===== src/rtl/cl2_pl_exu_wbck.sv =====
`default_nettype none
// ============================================================================
// cl2_pl_exu_wbck : write-back arbiter (ALU > LSU > MDU) and RAW scoreboard.
// Optional feature macro: CL2_WBCK_BYPASS_EN. Rev 1.0
// ============================================================================
`ifndef CL2_XLEN
`define CL2_XLEN 32
`endif
`ifndef CL2_REGFILE_WIDTH
`define CL2_REGFILE_WIDTH 5
`endif
`ifndef CL2_REGFILE_NUM
`define CL2_REGFILE_NUM 32
`endif

module cl2_pl_exu_wbck #(
  parameter int XLEN    = `CL2_XLEN,
  parameter int REG_AW  = `CL2_REGFILE_WIDTH,
  parameter int REG_NUM = `CL2_REGFILE_NUM
) (
  input  logic              clk_i,
  input  logic              rst_n_i,
  input  logic              alu_vld_i,
  input  logic [REG_AW-1:0] alu_idx_i,
  input  logic [XLEN-1:0]   alu_dat_i,
  input  logic              lsu_vld_i,
  output logic              lsu_rdy_o,
  input  logic [REG_AW-1:0] lsu_idx_i,
  input  logic [XLEN-1:0]   lsu_dat_i,
  input  logic              mdu_vld_i,
  output logic              mdu_rdy_o,
  input  logic [REG_AW-1:0] mdu_idx_i,
  input  logic [XLEN-1:0]   mdu_dat_i,
  input  logic              iss_vld_i,
  input  logic [REG_AW-1:0] iss_idx_i,
  input  logic [REG_AW-1:0] rs1_idx_i,
  input  logic [REG_AW-1:0] rs2_idx_i,
  output logic              rs1_busy_o,
  output logic              rs2_busy_o,
  output logic              rs1_fwd_vld_o,
  output logic [XLEN-1:0]   rs1_fwd_dat_o,
  output logic              rs2_fwd_vld_o,
  output logic [XLEN-1:0]   rs2_fwd_dat_o,
  output logic              wd_wen_o,
  output logic [REG_AW-1:0] wd_idx_o,
  output logic [XLEN-1:0]   wd_dat_o
);

  logic               w_win_vld;
  logic [REG_AW-1:0]  w_win_idx;
  logic [XLEN-1:0]    w_win_dat;
  logic [REG_NUM-1:0] pend_q, pend_d;
  logic               wd_wen_q;
  logic [REG_AW-1:0]  wd_idx_q;
  logic [XLEN-1:0]    wd_dat_q;
  logic               w_rs1_wb_hit, w_rs2_wb_hit;

  assign lsu_rdy_o = lsu_vld_i & ~alu_vld_i;
  assign mdu_rdy_o = mdu_vld_i & ~alu_vld_i & ~lsu_vld_i;

  always_comb begin
    w_win_vld = alu_vld_i | lsu_vld_i | mdu_vld_i;
    w_win_idx = mdu_idx_i;
    w_win_dat = mdu_dat_i;
    if (alu_vld_i) begin
      w_win_idx = alu_idx_i;
      w_win_dat = alu_dat_i;
    end else if (lsu_vld_i) begin
      w_win_idx = lsu_idx_i;
      w_win_dat = lsu_dat_i;
    end
  end

  // Issue is applied after the clears so a same-cycle set on the same index wins.
  always_comb begin
    pend_d = pend_q;
    if (lsu_rdy_o) pend_d[lsu_idx_i] = 1'b0;
    if (mdu_rdy_o) pend_d[mdu_idx_i] = 1'b0;
    if (iss_vld_i) pend_d[iss_idx_i] = 1'b1;
    pend_d[0] = 1'b0;
  end

  always_ff @(posedge clk_i or negedge rst_n_i) begin
    if (!rst_n_i) begin
      pend_q   <= '0;
      wd_wen_q <= 1'b0;
      wd_idx_q <= '0;
      wd_dat_q <= '0;
    end else begin
      pend_q   <= pend_d;
      wd_wen_q <= w_win_vld & (w_win_idx != '0);
      if (w_win_vld) begin
        wd_idx_q <= w_win_idx;
        wd_dat_q <= w_win_dat;
      end
    end
  end

  assign wd_wen_o = wd_wen_q;
  assign wd_idx_o = wd_idx_q;
  assign wd_dat_o = wd_dat_q;

  assign w_rs1_wb_hit = wd_wen_q & (wd_idx_q == rs1_idx_i);
  assign w_rs2_wb_hit = wd_wen_q & (wd_idx_q == rs2_idx_i);

`ifdef CL2_WBCK_BYPASS_EN
  assign rs1_busy_o    = (rs1_idx_i != '0) & pend_q[rs1_idx_i];
  assign rs2_busy_o    = (rs2_idx_i != '0) & pend_q[rs2_idx_i];
  assign rs1_fwd_vld_o = w_rs1_wb_hit & (rs1_idx_i != '0);
  assign rs2_fwd_vld_o = w_rs2_wb_hit & (rs2_idx_i != '0);
  assign rs1_fwd_dat_o = wd_dat_q;
  assign rs2_fwd_dat_o = wd_dat_q;
`else
  // Without bypass the write sitting in wd_* is not yet visible in the regfile.
  assign rs1_busy_o    = (rs1_idx_i != '0) & (pend_q[rs1_idx_i] | w_rs1_wb_hit);
  assign rs2_busy_o    = (rs2_idx_i != '0) & (pend_q[rs2_idx_i] | w_rs2_wb_hit);
  assign rs1_fwd_vld_o = 1'b0;
  assign rs2_fwd_vld_o = 1'b0;
  assign rs1_fwd_dat_o = '0;
  assign rs2_fwd_dat_o = '0;
`endif

endmodule
`default_nettype wire


===== config.mk =====
export PLATFORM = sky130hd
export DESIGN_NAME = cl2_pl_exu_wbck
export DESIGN_NICKNAME = d
export VERILOG_FILES = /design/src/rtl/cl2_pl_exu_wbck.sv
export SDC_FILE = /design/constraint.sdc
export NUM_CORES = 1
export LEC_CHECK = 0
export ABC_AREA = 1
export BUFFER_PORTS_ARGS = -buffer_cell sky130_fd_sc_hd__buf_2
export CAP_MARGIN = 20
export CORE_AREA = 2 2 101 103
export CTS_CLUSTER_DIAMETER = 200
export CTS_CLUSTER_SIZE = 24
export DETAILED_ROUTE_END_ITERATION = 10
export DIE_AREA = 0 0 103 105
export PLACE_DENSITY = 0.95
export SKIP_CTS_REPAIR_TIMING = 1
export SLEW_MARGIN = 5
export SYNTH_ARGS = -nofsm -noshare
export SYNTH_HDL_FRONTEND = slang
export SYNTH_SLANG_ARGS = --single-unit

===== constraint.sdc =====
create_clock -name clk_i -period 1.94 [get_ports clk_i]
set_input_delay 0.291 -clock clk_i [delete_from_list [all_inputs] [get_ports clk_i]]
set_output_delay 0.291 -clock clk_i [all_outputs]
set_load 0.01 [all_outputs]

==> results of run 1 <==
-- report_power, final --
group / switching [mW] / internal [mW] / total (mW) / leakage [nW]
Sequential: 0.198 / 1.69 / 1.88 / 0.812
Clock: 0.590 / 0.768 / 1.36 / 0.110
Combinational: 0.827 / 0.532 / 1.36 / 2.12
Total: 1.62 / 2.99 / 4.60 / 3.04
-- critical path, delay by kind of cell, from the launching register on --
family | cells | cell delay [ns]
buffers and inverters | 3 | 0.26
flip-flops | 1 | 0.41
AND/OR/NAND/NOR | 8 | 0.59
-- logic make-up after synthesis --
family | share of synthesized area [%]
buffers and inverters | 18.85
AO/OA/AOI/OAI | 22.90
AND/OR/NAND/NOR | 21.81
XOR/XNOR | 0.5453
other | 0.07781
flip-flops | 35.83
-- metal layers --
metal / GRT usage, % / vias up / share of wire, %
met3: 6.221 / 40 / 11
met5: 0 / - / 0
met1: 39.71 / 2498 / 40
met2: 41.60 / 375 / 47
li1: - / 2492 / -
met4: 9.774 / 0 / 2.1
-- layout by cell type (no fill, tap or decap), drive strengths merged --
master	count
inv	73
buf	191
nand4	3
xor2	2
a21oi	79
o21ai	47
nand2	100
a22oi	32
dfrtp	69
nor2	44
clkbuf	10
o221ai	23
nor3	11
nand3	79
bufinv	2
dlygate4sd3	1
diode	1
a31oi	1
clkinvlp	4
xnor2	1
clkinv	1
conb	66
o22ai	4
-- how the worst max path moves through the flow --
| stage | to | cells after the start | slack (ns) | start |
|---|---|---|---|---|
| floorplan | rs2_busy_o | 12 | 0.45 | rs2_idx_i[0] |
| global placement | rs1_busy_o | 13 | 0.17 | rs1_idx_i[0] |
| detailed placement | rs1_busy_o | 13 | 0.16 | rs1_idx_i[0] |
| CTS | rs2_busy_o | 11 | 0.04 | pend_q[22]$_DFF_PN0_ |
| global route | rs2_busy_o | 11 | -0.008 | pend_q[10]$_DFF_PN0_ |
| finish | rs2_busy_o | 11 | 0.06 | pend_q[18]$_DFF_PN0_ |
-- cells in the mapped netlist, types with 2 or more instances --
cell and instances:
buf_4 68, o21ai_1 4, buf_2 16, nand3_1 79, nand2_1 99, xor2_1 2
clkbuf_1 7, o221ai_1 23, nor2_4 2, o22ai_1 4, inv_2 3, nor3_1 10
o21ai_0 43, nor2_1 40, a22oi_1 32, nand4_1 3, dfrtp_1 69, a21oi_1 79
inv_1 68
-- through the flow --
stage                     cells  utilization (%)  total power [mW]  setup slack, ns  hold slack, ns
after floorplan             727                -             2.697           0.4461       -0.004591
after global placement      951            57.67             3.108           0.1744          0.2405
after detailed placement    951            57.67             3.136           0.1567          0.2450
after CTS                   967            60.06             4.499          0.04440         -0.1276
after global routing        977            61.29             4.861        -0.008015          0.2199
final                       977            61.29             4.601          0.06049          0.2166
-- flip-flops by register name (all words and copies together), names as in the netlist --
register	cells
wd_dat_o	32
wd_wen_o	1
wd_idx_o	5
pend_q	31
-- cell type report --
cell class                 instances  area, um2
clock inverter                     6      92.59
antenna                            1      2.502
sequential                        69       1727
inverter                          73      280.3
tap                              133      166.4
fill                             890       3731
clock buffer                      10      137.6
timing repair buffer             192       1023
multi-input combinational        492       2471
timing repair inverter             1      7.507
==> metrics, run 1 <==
status=completed; Yosys warnings=0; ANT nets after route=0; Hold Path End=wd_dat_o[26]$_DFFE_PN0P_; Vias=5405; CP Max Fanout=2; Slew HR=53.70%; dpl cell area=0.005559 mm2; Final Cycle Share=96.88%; Startpoint Class=flip-flop; hold violation total from the final report=0; Clock Tree Buf Depth=2; share of cells above drive strength 1=28.47%; highest clock rate=532.1 MHz; cell area after synthesis=0.004820 mm2; Max Cap Viol=0; clk slew on worst S/H paths=0.09 ns; Slew Viols, Final=0; R2R depth=3; overall global routing resource usage=27.93%; clk sinks=69; crit path capture type=output pin; Syn Area/Cell=7.280 um2; area share of the largest cell type after synthesis=35.83%; IO buf count=173; Overflow after GRT=0; CP Class=flip-flop to output pin; vias in the first global route=4856; leak pwr=3.040 nW; drt via density=5.532; post-synthesis instance total=662; Worst Hold Class=primary input to flip-flop; worst vdd rail ir drop=0.0004442 V; EDFF count, synth=0; Tmin final=1.880 ns; hold depth=3; detailed-route DRC error count=0; CTS tree=done; first-pass GRT wire length=23.76 mm; routed wire length=15.66 mm; top_reg_cell synth=dfrtp_1; Req. time, crit path=1.65 ns; DR iter-0 viols=645; initial antenna violation count=1; die width=103 um; Finished Cell Area=0.005908 mm2; clk_lat worst skew=0.34 ns; wire length per cell=16.03 um; Largest stage delay, worst path=0.41 ns; ys async rst share=100.0%; Core ar.=0.009639 mm2; Setup Skew=0 ns; Placer Congestion=0.9782; area leader, netlist=dfrtp_1; Post-Route Setup TNS=0 ns; drt pass-1 iters=6; fin nets=970; #FFs+latches synth=69; endpoints failing setup=0; area added between synthesis and finish=22.59%; r2r startpoint=pend_q[10]$_DFF_PN0_; CP max-delay cell=dfrtp_1; Worst Path Arrival=1.59 ns; critical-path cell list=inv_2 -> nand2_1 -> nand3_1 -> nand3_1 -> nand3_2 -> nand2_1 -> nand2_1 -> nand3_1 -> nand2_1 -> inv_1 -> buf_2; Hold Crit Start=alu_dat_i[26]; sequential fraction of the synthesis area=35.83%; Reg2Reg Setup Slack=1.03 ns; Pwr Density=778.8 mW/mm2; Top Ports=240; Num CTS Buffers=9; Worst-Margin Slew=0.6935 ns; CP dominant cell by count=nand2_1; hpwl dp=11.95 mm; Die Ht=105 um; CTS H-tree depth=3; reg2reg end=pend_q[10]$_DFF_PN0_; initial core utilization=50.00%; pin count of the biggest net entering global routing=53; FP Rows=36; Total Die Area=0.01082 mm2; root buffer cell=clkbuf_8; Area contributors post-synth=dfrtp_1 (36%), buf_4 (11%), a21oi_1 (8.2%), nand3_1 (8.2%), nand2_1 (7.7%); Distinct cells, synth=30
Note: power is estimated with default switching activity, not from simulation.
==> run 2, diff against run 1 <==
--- a/config.mk
+++ b/config.mk
@@ -14,7 +14,9 @@
 export DETAILED_ROUTE_END_ITERATION = 10
 export DIE_AREA = 0 0 103 105
 export PLACE_DENSITY = 0.95
+export SETUP_SLACK_MARGIN = 0.15
 export SKIP_CTS_REPAIR_TIMING = 1
+export SKIP_LAST_GASP = 1
 export SLEW_MARGIN = 5
 export SYNTH_ARGS = -nofsm -noshare
 export SYNTH_HDL_FRONTEND = slang
==> run 2 against run 1 <==
Against the previous run: global-route usage is the same; largest power group unchanged; worst setup slack lost 0.0057 ns; fmax shrank 0.30%; highest routed layer unchanged; combinational power is essentially flat; sequential power is essentially flat; clock power is essentially flat; via count shrank 0.81%; critical path depth is the same; critical path type unchanged.
==> metrics, run 2 (synthesis results as in run 1) <==
R2R depth=3; drt via density=5.487; root buffer cell=clkbuf_8; Core ar.=0.009639 mm2; commonest non-fill, non-tap cell in the layout=buf_2; Worst Path Arrival=1.59 ns; CTS tree=done; multi-input logic area=0.002476 mm2; pin count of the biggest net entering global routing=53; critical-path cell list=inv_1 -> nand2_1 -> nand3_1 -> nand3_1 -> nand3_1 -> nand2_1 -> nand2_1 -> nand3_1 -> nand2_1 -> inv_1 -> buf_2; reg2reg end=pend_q[10]$_DFF_PN0_; CP Class=flip-flop to output pin; Overflow after GRT=0; worst vdd rail ir drop=0.0004439 V; Die Ht=105 um; CP Max Fanout=3; share of cells above drive strength 1=28.59%; highest clock rate=530.4 MHz; Worst-Margin Slew=0.6984 ns; Slew Viols, Final=0; Total Die Area=0.01082 mm2; vias in the first global route=4856; CP top delay family=simple AND/OR/NAND/NOR gates; Inst Count DP=951; IO buf count=173; Final Cycle Share=97.18%; routed wire length=15.71 mm; RSZ-0062 raised after global routing=true; hpwl dp=11.95 mm; max FFs per register=32; Largest stage delay, worst path=0.37 ns; Critical path buffers and inverters=3; most frequent cells in the layout=buf_2 (173), nand2_1 (99), a21oi_1 (79), nand3_1 (71), dfrtp_1 (69); Clock Tree Buf Depth=2; drt pass-1 iters=7; hold depth=3; hold violation total from the final report=0; Placer Congestion=0.9782; Hold Path End=wd_dat_o[26]$_DFFE_PN0P_; Startpoint Class=flip-flop; area added between synthesis and finish=22.69%; die width=103 um; Setup Skew=0 ns; crit path capture type=output pin; Hold Crit Start=alu_dat_i[26]; leak pwr=3.042 nW; detailed-route DRC error count=0; Pwr Density=778.4 mW/mm2; Slew HR=53.37%; clk slew on worst S/H paths=0.09 ns; initial core utilization=50.00%; Req. time, crit path=1.65 ns; endpoints failing setup=0; first-pass GRT wire length=23.76 mm; Final Util=61.34%; Final Non-Filler Cells=977; Tmin final=1.885 ns; DR iter-0 viols=573; fin nets=970; Vias=5361; Reg2Reg Setup Slack=1.03 ns; overall global routing resource usage=27.93%; clk_lat worst skew=0.34 ns; status=completed; FF/Latch Area=0.001727 mm2; ANT nets after route=0; initial antenna violation count=1; Max Cap Viol=0; CP max-delay cell=dfrtp_1; CTS H-tree depth=3; Top Ports=240; r2r startpoint=pend_q[10]$_DFF_PN0_; fillers=889; FP Rows=36; Critical Path Source=pend_q[6]$_DFF_PN0_; clk sinks=69; Worst Hold Class=primary input to flip-flop; Num CTS Buffers=9; wire length per cell=16.08 um
-- run 2: cell counts in the layout (fill, tap and decap cells not counted) --
No cell type changed its count.
-- run 2: worst max-delay path by stage --
stage	end	slack, ns	depth (start not counted)
finish	rs2_busy_o	0.05	11
global route	rs2_busy_o	-0.008	11
global placement	rs1_busy_o	0.17	13
CTS	rs2_busy_o	0.04	11
detailed placement	rs1_busy_o	0.16	13
floorplan	rs2_busy_o	0.45	12
-- run 2: power breakdown --
group / leakage [nW] / internal (mW) / switching, mW
Combinational: 2.12 / 0.533 / 0.831
Sequential: 0.812 / 1.69 / 0.198
Clock: 0.110 / 0.768 / 0.587
Total: 3.04 / 2.99 / 1.62
-- run 2: worst min-delay path, stage by stage --
cell	delay (ns)
buf_2	0.08
a21oi_1	0.05
a21oi_1	0.11
-- run 2: per-stage QoR --
stage          hold slack, ns  setup TNS (ns)  power, mW  cell area [um2]  setup slack (ns)
6_report               0.2196               0      4.603             5913           0.05480
4_1_cts               -0.1276               0      4.499             5789           0.04440
2_1_floorplan       -0.004591               0      2.697             5064            0.4461
5_1_grt                0.2199       -0.008015      4.863             5913         -0.008015
3_5_place_dp           0.2450               0      3.136             5559            0.1567
3_3_place_gp           0.2405               0      3.108             5559            0.1744
-- run 2: per-layer routing --
| layer | wire length (um) | part of all wire [%] | vias to the layer above | GRT usage (%) |
|---|---|---|---|---|
| li1 | - | - | 2495 | - |
| met1 | 6281 | 40 | 2468 | 39.71 |
| met2 | 7334 | 47 | 369 | 41.60 |
| met3 | 1804 | 11 | 29 | 6.221 |
| met4 | 292 | 1.9 | 0 | 9.774 |
| met5 | 0 | 0 | - | 0 |
-- run 2: cell type report --
type / count / area share (%)
inverters: 73 / 4.740
repair buffers: 192 / 17.31
well taps: 133 / 2.814
flip-flops and latches: 69 / 29.20
clock buffers: 10 / 2.328
multi-input cells: 492 / 41.87
repair inverters: 1 / 0.1270
clock inverters: 6 / 1.566
diodes: 1 / 0.04232
